### src/rtl/sysid_pkg.sv
// Shared state encoding and default expected values for the
// system ID / build timestamp check sequencer.
package sysid_pkg;

    typedef enum logic [2:0] {
        S_IDLE    = 3'd0,
        S_ID_CMD  = 3'd1,
        S_ID_WAIT = 3'd2,
        S_TS_CMD  = 3'd3,
        S_TS_WAIT = 3'd4,
        S_FIN     = 3'd5
    } state_t;

    localparam logic [31:0] DEF_EXPECTED_ID    = 32'h0000_0001;
    localparam logic [31:0] DEF_EXPECTED_TS    = 32'h5302_A009;
    localparam int unsigned DEF_TIMEOUT_CYCLES = 16;

endpackage

### src/rtl/sysid_check_sequencer_if.sv
// Avalon-MM read-only master bundle used by the check sequencer.
interface sysid_check_sequencer_if;

    logic        avm_address;
    logic        avm_read;
    logic        avm_waitrequest;
    logic [31:0] avm_readdata;
    logic        avm_readdatavalid;

    modport master (
        output avm_address,
        output avm_read,
        input  avm_waitrequest,
        input  avm_readdata,
        input  avm_readdatavalid
    );

    modport slave (
        input  avm_address,
        input  avm_read,
        output avm_waitrequest,
        output avm_readdata,
        output avm_readdatavalid
    );

endinterface

### src/rtl/sysid_rd_timer.sv
// Per-transaction cycle counter; flags when a read has used its budget.
module sysid_rd_timer #(
    parameter int unsigned TIMEOUT_CYCLES = 16
) (
    input  logic clock,
    input  logic reset,
    input  logic clear,
    input  logic enable,
    output logic expired
);

    localparam logic [7:0] LIMIT = 8'(TIMEOUT_CYCLES - 1);

    logic [7:0] count;

    // Saturates so a stuck transaction can never wrap back under LIMIT
    always_ff @(posedge clock or posedge reset) begin
        if (reset) begin
            count <= '0;
        end else if (clear) begin
            count <= '0;
        end else if (enable && (count != 8'hFF)) begin
            count <= count + 8'd1;
        end
    end

    assign expired = (count >= LIMIT);

endmodule

### src/rtl/sysid_check_sequencer.sv
// Reads the system ID and build timestamp over Avalon-MM and
// compares them with the values this image was built against.
module sysid_check_sequencer
    import sysid_pkg::*;
#(
    parameter logic [31:0] EXPECTED_ID        = DEF_EXPECTED_ID,
    parameter logic [31:0] EXPECTED_TIMESTAMP = DEF_EXPECTED_TS,
    parameter int unsigned TIMEOUT_CYCLES     = DEF_TIMEOUT_CYCLES
) (
    input  logic                    clock,
    input  logic                    reset,
    input  logic                    start,
    output logic                    busy,
    output logic                    done,
    output logic                    id_ok,
    output logic                    ts_ok,
    output logic                    timeout_err,
    output logic [31:0]             id_value,
    output logic [31:0]             ts_value,
    sysid_check_sequencer_if.master avm
);

    state_t state;
    state_t state_nx;

    logic address;
    logic id_to;
    logic ts_to;
    logic in_cmd;
    logic in_wait;
    logic id_phase;
    logic accepted;
    logic hit;
    logic miss;
    logic expired;
    logic tmr_clear;
    logic tmr_en;

    assign in_cmd   = (state == S_ID_CMD) || (state == S_TS_CMD);
    assign in_wait  = (state == S_ID_WAIT) || (state == S_TS_WAIT);
    assign id_phase = (state == S_ID_CMD) || (state == S_ID_WAIT);
    assign accepted = !avm.avm_waitrequest;

    // Data accepted together with the command covers zero-latency slaves
    assign hit  = avm.avm_readdatavalid && ((in_cmd && accepted) || in_wait);
    assign miss = expired && !hit && ((in_cmd && !accepted) || in_wait);

    assign busy            = (state != S_IDLE);
    assign done            = (state == S_FIN);
    assign avm.avm_read    = in_cmd;
    assign avm.avm_address = address;

    assign tmr_en    = in_cmd || in_wait;
    assign tmr_clear = (state_nx != state) &&
                       ((state_nx == S_ID_CMD) || (state_nx == S_TS_CMD));

    sysid_rd_timer #(
        .TIMEOUT_CYCLES(TIMEOUT_CYCLES)
    ) u_rd_timer (
        .clock  (clock),
        .reset  (reset),
        .clear  (tmr_clear),
        .enable (tmr_en),
        .expired(expired)
    );

    always_comb begin
        state_nx = state;
        unique case (state)
            S_IDLE: begin
                if (start) state_nx = S_ID_CMD;
            end
            S_ID_CMD: begin
                if (hit || miss)  state_nx = S_TS_CMD;
                else if (accepted) state_nx = S_ID_WAIT;
            end
            S_ID_WAIT: begin
                if (hit || miss) state_nx = S_TS_CMD;
            end
            S_TS_CMD: begin
                if (hit || miss)  state_nx = S_FIN;
                else if (accepted) state_nx = S_TS_WAIT;
            end
            S_TS_WAIT: begin
                if (hit || miss) state_nx = S_FIN;
            end
            S_FIN: begin
                state_nx = S_IDLE;
            end
            default: begin
                state_nx = S_IDLE;
            end
        endcase
    end

    always_ff @(posedge clock or posedge reset) begin
        if (reset) begin
            state       <= S_IDLE;
            address     <= 1'b0;
            id_to       <= 1'b0;
            ts_to       <= 1'b0;
            id_ok       <= 1'b0;
            ts_ok       <= 1'b0;
            timeout_err <= 1'b0;
            id_value    <= '0;
            ts_value    <= '0;
        end else begin
            state <= state_nx;
            if (tmr_clear) address <= (state_nx == S_TS_CMD);
            if ((state == S_IDLE) && start) begin
                id_ok       <= 1'b0;
                ts_ok       <= 1'b0;
                timeout_err <= 1'b0;
                id_to       <= 1'b0;
                ts_to       <= 1'b0;
            end
            if (hit && id_phase)  id_value <= avm.avm_readdata;
            if (hit && !id_phase) ts_value <= avm.avm_readdata;
            if (miss) begin
                timeout_err <= 1'b1;
                if (id_phase) id_to <= 1'b1;
                else          ts_to <= 1'b1;
            end
            if (state == S_FIN) begin
                id_ok <= !id_to && (id_value == EXPECTED_ID);
                ts_ok <= !ts_to && (ts_value == EXPECTED_TIMESTAMP);
            end
        end
    end

endmodule

### src/flat_wrapper.sv
// flat-port wrapper written by rule: the top's interface ports become plain ports
module sysid_check_sequencer_flat import sysid_pkg::*;
#(
    parameter logic [31:0] EXPECTED_ID        = DEF_EXPECTED_ID,
    parameter logic [31:0] EXPECTED_TIMESTAMP = DEF_EXPECTED_TS,
    parameter int unsigned TIMEOUT_CYCLES     = DEF_TIMEOUT_CYCLES
)
  (clock, reset, start, busy, done, id_ok, ts_ok, timeout_err, id_value, ts_value, avm_avm_address, avm_avm_read, avm_avm_waitrequest, avm_avm_readdata, avm_avm_readdatavalid);
  sysid_check_sequencer_if avm_i ();
  input  logic clock;
  input  logic reset;
  input  logic start;
  output logic busy;
  output logic done;
  output logic id_ok;
  output logic ts_ok;
  output logic timeout_err;
  output logic [31:0] id_value;
  output logic [31:0] ts_value;
  output wire logic [$bits(avm_i.avm_address)-1:0] avm_avm_address;
  output wire logic [$bits(avm_i.avm_read)-1:0] avm_avm_read;
  input wire logic [$bits(avm_i.avm_waitrequest)-1:0] avm_avm_waitrequest;
  input wire logic [$bits(avm_i.avm_readdata)-1:0] avm_avm_readdata;
  input wire logic [$bits(avm_i.avm_readdatavalid)-1:0] avm_avm_readdatavalid;
  assign avm_avm_address = avm_i.avm_address;
  assign avm_avm_read = avm_i.avm_read;
  assign avm_i.avm_waitrequest = avm_avm_waitrequest;
  assign avm_i.avm_readdata = avm_avm_readdata;
  assign avm_i.avm_readdatavalid = avm_avm_readdatavalid;
  sysid_check_sequencer #(.EXPECTED_ID(EXPECTED_ID), .EXPECTED_TIMESTAMP(EXPECTED_TIMESTAMP), .TIMEOUT_CYCLES(TIMEOUT_CYCLES)) u_core (.clock(clock), .reset(reset), .start(start), .busy(busy), .done(done), .id_ok(id_ok), .ts_ok(ts_ok), .timeout_err(timeout_err), .id_value(id_value), .ts_value(ts_value), .avm(avm_i));
endmodule
### config.mk
export PLATFORM = sky130hd
export DESIGN_NAME = sysid_check_sequencer_flat
export DESIGN_NICKNAME = d
export VERILOG_FILES = /design/src/rtl/sysid_pkg.sv /design/src/rtl/sysid_check_sequencer_if.sv /design/src/rtl/sysid_rd_timer.sv /design/src/rtl/sysid_check_sequencer.sv /design/src/flat_wrapper.sv
export SDC_FILE = /design/constraint.sdc
export NUM_CORES = 1
export LEC_CHECK = 0
export CAP_MARGIN = 20
export CORE_MARGIN = 5
export CORE_UTILIZATION = 52
export CTS_CLUSTER_SIZE = 8
export DETAILED_ROUTE_END_ITERATION = 16
export PLACE_DENSITY_LB_ADDON = 0.15
export SLEW_MARGIN = 25
export SYNTH_ARGS = -nofsm -noshare
export SYNTH_HDL_FRONTEND = slang
export SYNTH_HIERARCHICAL = 1
export SYNTH_SLANG_ARGS = --single-unit
### constraint.sdc
create_clock -name clock -period 6.2 [get_ports clock]
set_input_delay 1.24 -clock clock [delete_from_list [all_inputs] [get_ports clock]]
set_output_delay 1.24 -clock clock [all_outputs]
set_load 0.01 [all_outputs]
==> key figures, run 1 <==
Power and ir drop
  – PD cells: 532 mW/mm²
  – Final Total Pwr: 0.00276 W
  – IR drop worst, VDD: 0.257 mV
  – Leakage: 2.31 nW

Logic synthesis
  – Synth top area share: 53.2%
  – Gate count of the mapped netlist: 288
  – Cell variety after synth: 49
  – Post-Syn Nets: 326
  – Yosys top cell by area: dfrtp_1
  – Async S/R FF share, synth: 100%
  – Synth Area per Inst: 13.2 µm²
  – Count of state elements after synthesis: 81
  – Synth Flop Type: dfrtp_1
  – Most frequent cell after synthesis: dfrtp_1
  – Dominant cells by area after synthesis: dfrtp_1 (53%), mux2_4 (17%), mux2_2 (5.9%)
  – Seq/Total Area, Yosys: 53.2%
  – Post-synth EDFFs: 0
  – Synth warn: 6
  – Mapped Area: 0.00381 mm²
  – Synth top cells by count: dfrtp_1 (81), mux2_4 (44), mux2_2 (20), nand2_1 (17), nor2_1 (12)

Placement
  – GP Congestion: 0.833
  – HPWL after detailed placement: 6660 µm
  – Placed cell areas: 0.00491 mm²
  – PortBufs: 107

Worst setup path
  – CP Data Arrival Time: 2.07 ns
  – Crit Path Max Fanout: 15
  – CP Data Required Time: 4.96 ns
  – CP Launch Type: flop
  – Setup crit end kind: primary output
  – WS Path Type: flop to primary output

Worst hold path
  – Worst Hold Class: flop to flop

Clock network
  – CTS Buffer Depth: 2
  – Num CTS Buffers: 9
  – Post_cts resized: 0
  – CTS Hold Buffers Added: 0
  – Clock latency on the worst-skew pair: 0.34 ns
  – Setup bufs post-CTS: 0
  – CTS H-tree depth: 3
  – Clk slew on worst S/H paths: 0.08 ns
  – CTS tree: yes
  – Num Clock Sinks: 81
  – Root Buffer Master: clkbuf_8

Floorplanning
  – Die Area: 0.00914 mm²
  – Die height: 95.6 µm
  – Die X: 95.6 µm
  – Starting density of the core: 53.1%
  – I/O pin cnt: 108
  – # rows: 31
  – Core area: 0.00718 mm²

Final layout
  – Final instance area: 0.00518 mm²
  – Fin util: 72.2%
  – Diode count: 0
  – Layout net count: 432
  – Layout Area Growth over Synthesis: 35.9%
  – Layout cell share with drive strength beyond 1: 22.1%

Detailed routing
  – Via density: 5.44
  – Drc violations: 0
  – DR WL/cell: 18.5 µm
  – Initial DRC count: 127
  – Routed Antenna Nets: 0
  – Detailed-route via count: 2,711
  – Total wire length: 9230 µm
  – DRT Pass-1 Iters: 4

Global route
  – Largest net degree at the start of global routing: 74
  – First-pass GRT wire length: 14,300 µm
  – Total grt overflow: 0
  – Gr usage total: 20.8%
  – Antenna violations before repair: 0
  – Vias in the first global route: 2,736

Timing
  – Fmax: 302 MHz
  – Unrepaired setup endpoints after global routing: no
  – Final hold slack: 0.496 ns
  – Total negative setup slack: 0 ns
  – Max Slew Vio Count: 0
  – Relative slew slack: 36.8%
  – Hold Vio Cnt, Final: 0
  – Final setup viols: 0
  – Period utilization: 53.4%
  – Clock Skew: 0.00700 ns
  – Fin crit period: 3.31 ns
  – Worst slew pin tran: 0.941 ns

Run
  – Max cap viols: 0

Status
  – Status: finished, final reports clean
-- path summary, 6_finish.rpt --
| kind | startpoint | to | slack (ns) | cells past startpoint |
|---|---|---|---|---|
| worst max-delay path | u_core/state[1] | done | 2.89 | 3 |
| max in group asynchronous | reset | u_core/ts_value[31] | 4.40 | 4 |
| min in group asynchronous | reset | u_core/u_rd_timer/count[7] | 1.19 | 2 |
| worst min-delay path | u_core/timeout_err | u_core/timeout_err | 0.50 | 2 |
| worst max register to register | u_core/state[0] | u_core/id_value[29] | 3.74 | 4 |
| worst min register to register | u_core/timeout_err | u_core/timeout_err | 0.50 | 2 |
-- cells by family after synthesis --
| family | count (synthesis) | synth area share (%) |
|---|---|---|
| compound gates | 32 | 5.09 |
| xor+xnor | 4 | 0.919 |
| fa+ha+maj | 1 | 0.328 |
| buf+inv | 21 | 3.48 |
| flops | 81 | 53.2 |
| mux | 66 | 23.8 |
| simple gates | 83 | 13.2 |
-- critical path, cell delays in order (launching register included) --
cell	delay, ns
dfrtp_1	0.55
inv_1	0.27
and3_1	0.33
clkdlybuf4s50_1	0.58
-- power breakdown --
| group | internal [W] | switching, W |
|---|---|---|
| clock network | 0.000270 | 0.000186 |
| registers | 0.000768 | 0.000247 |
| logic | 0.000814 | 0.000471 |
| total | 0.00185 | 0.000904 |
-- cells in the final DEF (no fill, tap or decap), types with 2 or more instances in the layout --
cell / n
o21ai_1: 2
a21oi_1: 7
nor4_1: 7
o21a_1: 2
nand3_1: 4
mux2_2: 20
o31ai_1: 2
nor3_1: 8
or3b_1: 2
nand4_1: 6
or4_1: 3
bufinv_16: 3
clkdlybuf4s50_1: 107
clkbuf_8: 9
xor2_1: 2
mux2i_1: 2
nor2_1: 12
nor2b_1: 3
xnor2_1: 2
nand3b_1: 2
dfrtp_1: 81
mux2_4: 44
nor4b_1: 6
nand2_1: 17
o21ai_0: 11
inv_1: 6
a31oi_1: 2
-- registers in the layout (all words and copies together), names as in the netlist, 3 cells and up --
signal / cells
u_core/u_rd_timer/count: 8
u_core/ts_value: 32
u_core/state: 3
u_core/id_value: 32
-- through the flow --
| stage | worst slack [ns] | std cells |
|---|---|---|
| after floorplan | 3.11 | 288 |
| after global placement | 2.75 | 481 |
| after detailed placement | 2.72 | 481 |
| after CTS | 2.89 | 497 |
| after global routing | 2.79 | 498 |
| final | 2.89 | 498 |
-- layer usage --
metal / wire length [µm] / global-route usage (%) / vias up / share of wire (%)
met2: 4380 / 32.1 / 83 / 47
met1: 4180 / 29.1 / 1349 / 45
met3: 530 / 4.50 / 13 / 5.7
li1: - / - / 1266 / -
met5: 0 / 0 / - / 0
met4: 141 / 7.46 / 0 / 1.5
-- area by class of cell --
cell class / count / area, µm²
sequential: 81 / 2030
fill: 499 / 2000
multi-input combinational: 186 / 1650
timing repair buffer: 109 / 1110
clock buffer: 10 / 128
tap: 99 / 124
clock inverter: 6 / 115
inverter: 7 / 26.3
Note: power is estimated with default switching activity, not from simulation.
==> run 2: changes to the inputs <==
--- a/config.mk
+++ b/config.mk
@@ -7,7 +7,7 @@
 export LEC_CHECK = 0
 export CAP_MARGIN = 20
 export CORE_MARGIN = 5
-export CORE_UTILIZATION = 52
+export CORE_UTILIZATION = 43
 export CTS_CLUSTER_SIZE = 8
 export DETAILED_ROUTE_END_ITERATION = 16
 export PLACE_DENSITY_LB_ADDON = 0.15
==> constraint.sdc (replaced) <==
create_clock -name clock -period 2.84 [get_ports clock]
set_input_delay 0.568 -clock clock [delete_from_list [all_inputs] [get_ports clock]]
set_output_delay 0.568 -clock clock [all_outputs]
set_load 0.01 [all_outputs]
==> run 2 against run 1 <==
Register-to-register slack worse by 3.4 ns. Setup slack worse by 2.6 ns. Routed wire length is 2.7% higher. Via count is 1.4% lower. First-iteration DRC count is 41% lower. Global-route usage is 3.4 points lower. Non-clock buffer count is 1 higher. Critical path depth is 1 lower. Sequential power is 120% higher.
==> key figures, run 2 (same netlist as run 1, synthesis figures left out) <==
Floorplanning
  – Die X: 104 µm (+8.9%)
  – Starting density of the core: 43.9% (-9.2 points)
  – # rows: 34 (+9.7%)
  – I/O pin cnt: 108 (unchanged)
  – Die height: 104 µm (+8.9%)
  – Core area: 0.00868 mm² (+21%)
  – Die Area: 0.0108 mm² (+19%)

Timing
  – Clock Skew: 0.00972 ns (+0.00272 ns)
  – Final setup margin: 0.290 ns (-2.60 ns)
  – Unrepaired setup endpoints after global routing: no
  – Fin crit period: 2.55 ns
  – Final setup viols: 0 (unchanged)
  – Worst slew pin tran: 0.971 ns (+0.0306 ns)
  – Total negative setup slack: 0 ns (unchanged)
  – Hold Vio Cnt, Final: 0 (unchanged)
  – Period utilization: 89.8%
  – Relative slew slack: 34.7% (-2.1 points)
  – Fmax: 392 MHz
  – Final hold slack: 0.474 ns (-0.0219 ns)
  – Max Slew Vio Count: 0 (unchanged)

Final layout
  – Most common cell after layout, fill and taps aside: clkdlybuf4s50_1
  – Area of the multi-input gates: 0.00165 mm² (unchanged)
  – Layout Area Growth over Synthesis: 37.1%
  – Diode count: 0 (unchanged)
  – Commonest cells after routing, fill and taps aside: clkdlybuf4s50_1 (107), dfrtp_1 (81), mux2_4 (44)
  – # fillers: 735 (+47%)
  – Layout cell share with drive strength beyond 1: 22.3% (+0.25 points)
  – Sequential cell area: 0.00203 mm² (unchanged)
  – Layout net count: 433 (+0.23%)
  – Leading registers by flop count: u_core/id_value: 32 flops, u_core/ts_value: 32 flops, u_core/u_rd_timer/count: 8 flops
  – Final instance area: 0.00522 mm² (+0.89%)

Clock network
  – Root Buffer Master: clkbuf_8
  – Num CTS Buffers: 9 (unchanged)
  – Post_cts resized: 0 (unchanged)
  – CTS Hold Buffers Added: 0 (unchanged)
  – Clk slew on worst S/H paths: 0.08 ns (about the same)
  – CTS H-tree depth: 3 (unchanged)
  – Num Clock Sinks: 81 (unchanged)
  – Clock latency on the worst-skew pair: 0.34 ns (about the same)
  – CTS Buffer Depth: 2 (unchanged)
  – Setup bufs post-CTS: 0 (unchanged)
  – CTS tree: yes

Detailed routing
  – Via density: 5.27 (-3.2%)
  – DR WL/cell: 18.7 µm (+0.84%)
  – DRT Pass-1 Iters: 5 (+1)
  – Detailed-route via count: 2,673 (-1.4%)
  – Drc violations: 0 (unchanged)
  – Total wire length: 9470 µm (+2.7%)
  – Initial DRC count: 75 (-41%)
  – Routed Antenna Nets: 0 (unchanged)

Power and ir drop
  – Leakage: 2.33 nW (+0.80%)
  – PD cells: 1180 mW/mm² (+120%)
  – Final Total Pwr: 0.00614 W (+120%)
  – IR drop worst, VDD: 0.577 mV (+120%)

Placement
  – HPWL after detailed placement: 6830 µm (+2.6%)
  – PortBufs: 107 (unchanged)
  – Place WS: 0.185 ns (-2.54 ns)
  – Placed cell areas: 0.00496 mm² (+1.0%)
  – GP Congestion: 0.792 (-5.0%)

Worst setup path
  – CP Data Arrival Time: 1.98 ns (-0.09 ns)
  – Critical path's slowest cell: dfrtp_1
  – WS Path Type: flop to primary output
  – CP Buf/Inv Count: 1 (-1)
  – R2r startpoint: u_core/u_rd_timer/count[0]
  – CP delay by family, top: flip-flops
  – Crit path launch: u_core/state[0]
  – Setup crit end kind: primary output
  – CP Data Required Time: 2.27 ns (-2.69 ns)
  – Max incr delay on CP: 0.73 ns (+0.15 ns)
  – Cell-by-cell trace of the critical path: and3_1, clkdlybuf4s50_1
  – CP Launch Type: flop
  – Crit Path Max Fanout: 25 (+10)

Global route
  – Antenna violations before repair: 0 (unchanged)
  – Gr usage total: 17.4% (-3.4 points)
  – Total grt overflow: 0 (unchanged)
  – First-pass GRT wire length: 15,100 µm (+5.9%)
  – Largest net degree at the start of global routing: 71 (-4.1%)
  – Vias in the first global route: 2,825 (+3.3%)

Run
  – Max cap viols: 0 (unchanged)

Worst hold path
  – Worst Hold Class: primary input to asynchronous set/reset pin

Status
  – Status: finished, final reports clean
-- run 2: where the power goes --
part	leakage, nW	internal, W	switching [W]
Combinational	1.21	0.00178	0.00103
Clock	0.129	0.000692	0.000411
Sequential	0.990	0.00168	0.000552
Total	2.33	0.00415	0.00199
-- run 2: final timing paths --
| path | to | slack [ns] | cells after the start |
|---|---|---|---|
| min in group clock | u_core/ts_ok | 0.48 | 2 |
| max in group asynchronous | u_core/ts_value[3] | 1.78 | 3 |
| setup / recovery | done | 0.29 | 2 |
| hold reg to reg | u_core/ts_ok | 0.48 | 2 |
| hold / removal | u_core/state[2] | 0.47 | 2 |
| setup reg to reg | u_core/u_rd_timer/count[3] | 0.33 | 9 |
-- run 2: area by class of cell --
cell class | instances | share of cell area (%)
multi-input cells | 186 | 31.6
clock buffers | 10 | 2.63
well taps | 108 | 2.59
clock inverters | 5 | 2.44
inverters | 7 | 0.503
repair buffers | 110 | 21.4
flip-flops and latches | 81 | 38.8
-- run 2: worst register-to-register path: cells and delay by family (launching register included) --
kind            cells  cell delay [ns]
simple gates        5             1.25
flops               1             0.43
fa+ha+maj           1             0.30
compound gates      3             0.43
-- run 2: layer usage --
metal  track usage [%]  vias up  share of wire [%]  wire, µm
met5                 0        -                  0         0
met4              6.48        0               0.95        90
met3              5.40        6                7.0       666
met2              26.7      101                 46      4350
met1              23.1     1314                 46      4370
li1                  -     1252                  -         -
-- run 2: metrics by stage --
step	cells	utilization (%)
6_report	507	60.2
3_3_place_gp	492	57.1
5_1_grt	507	60.2
4_1_cts	507	60.2
2_1_floorplan	288	-
3_5_place_dp	492	57.1
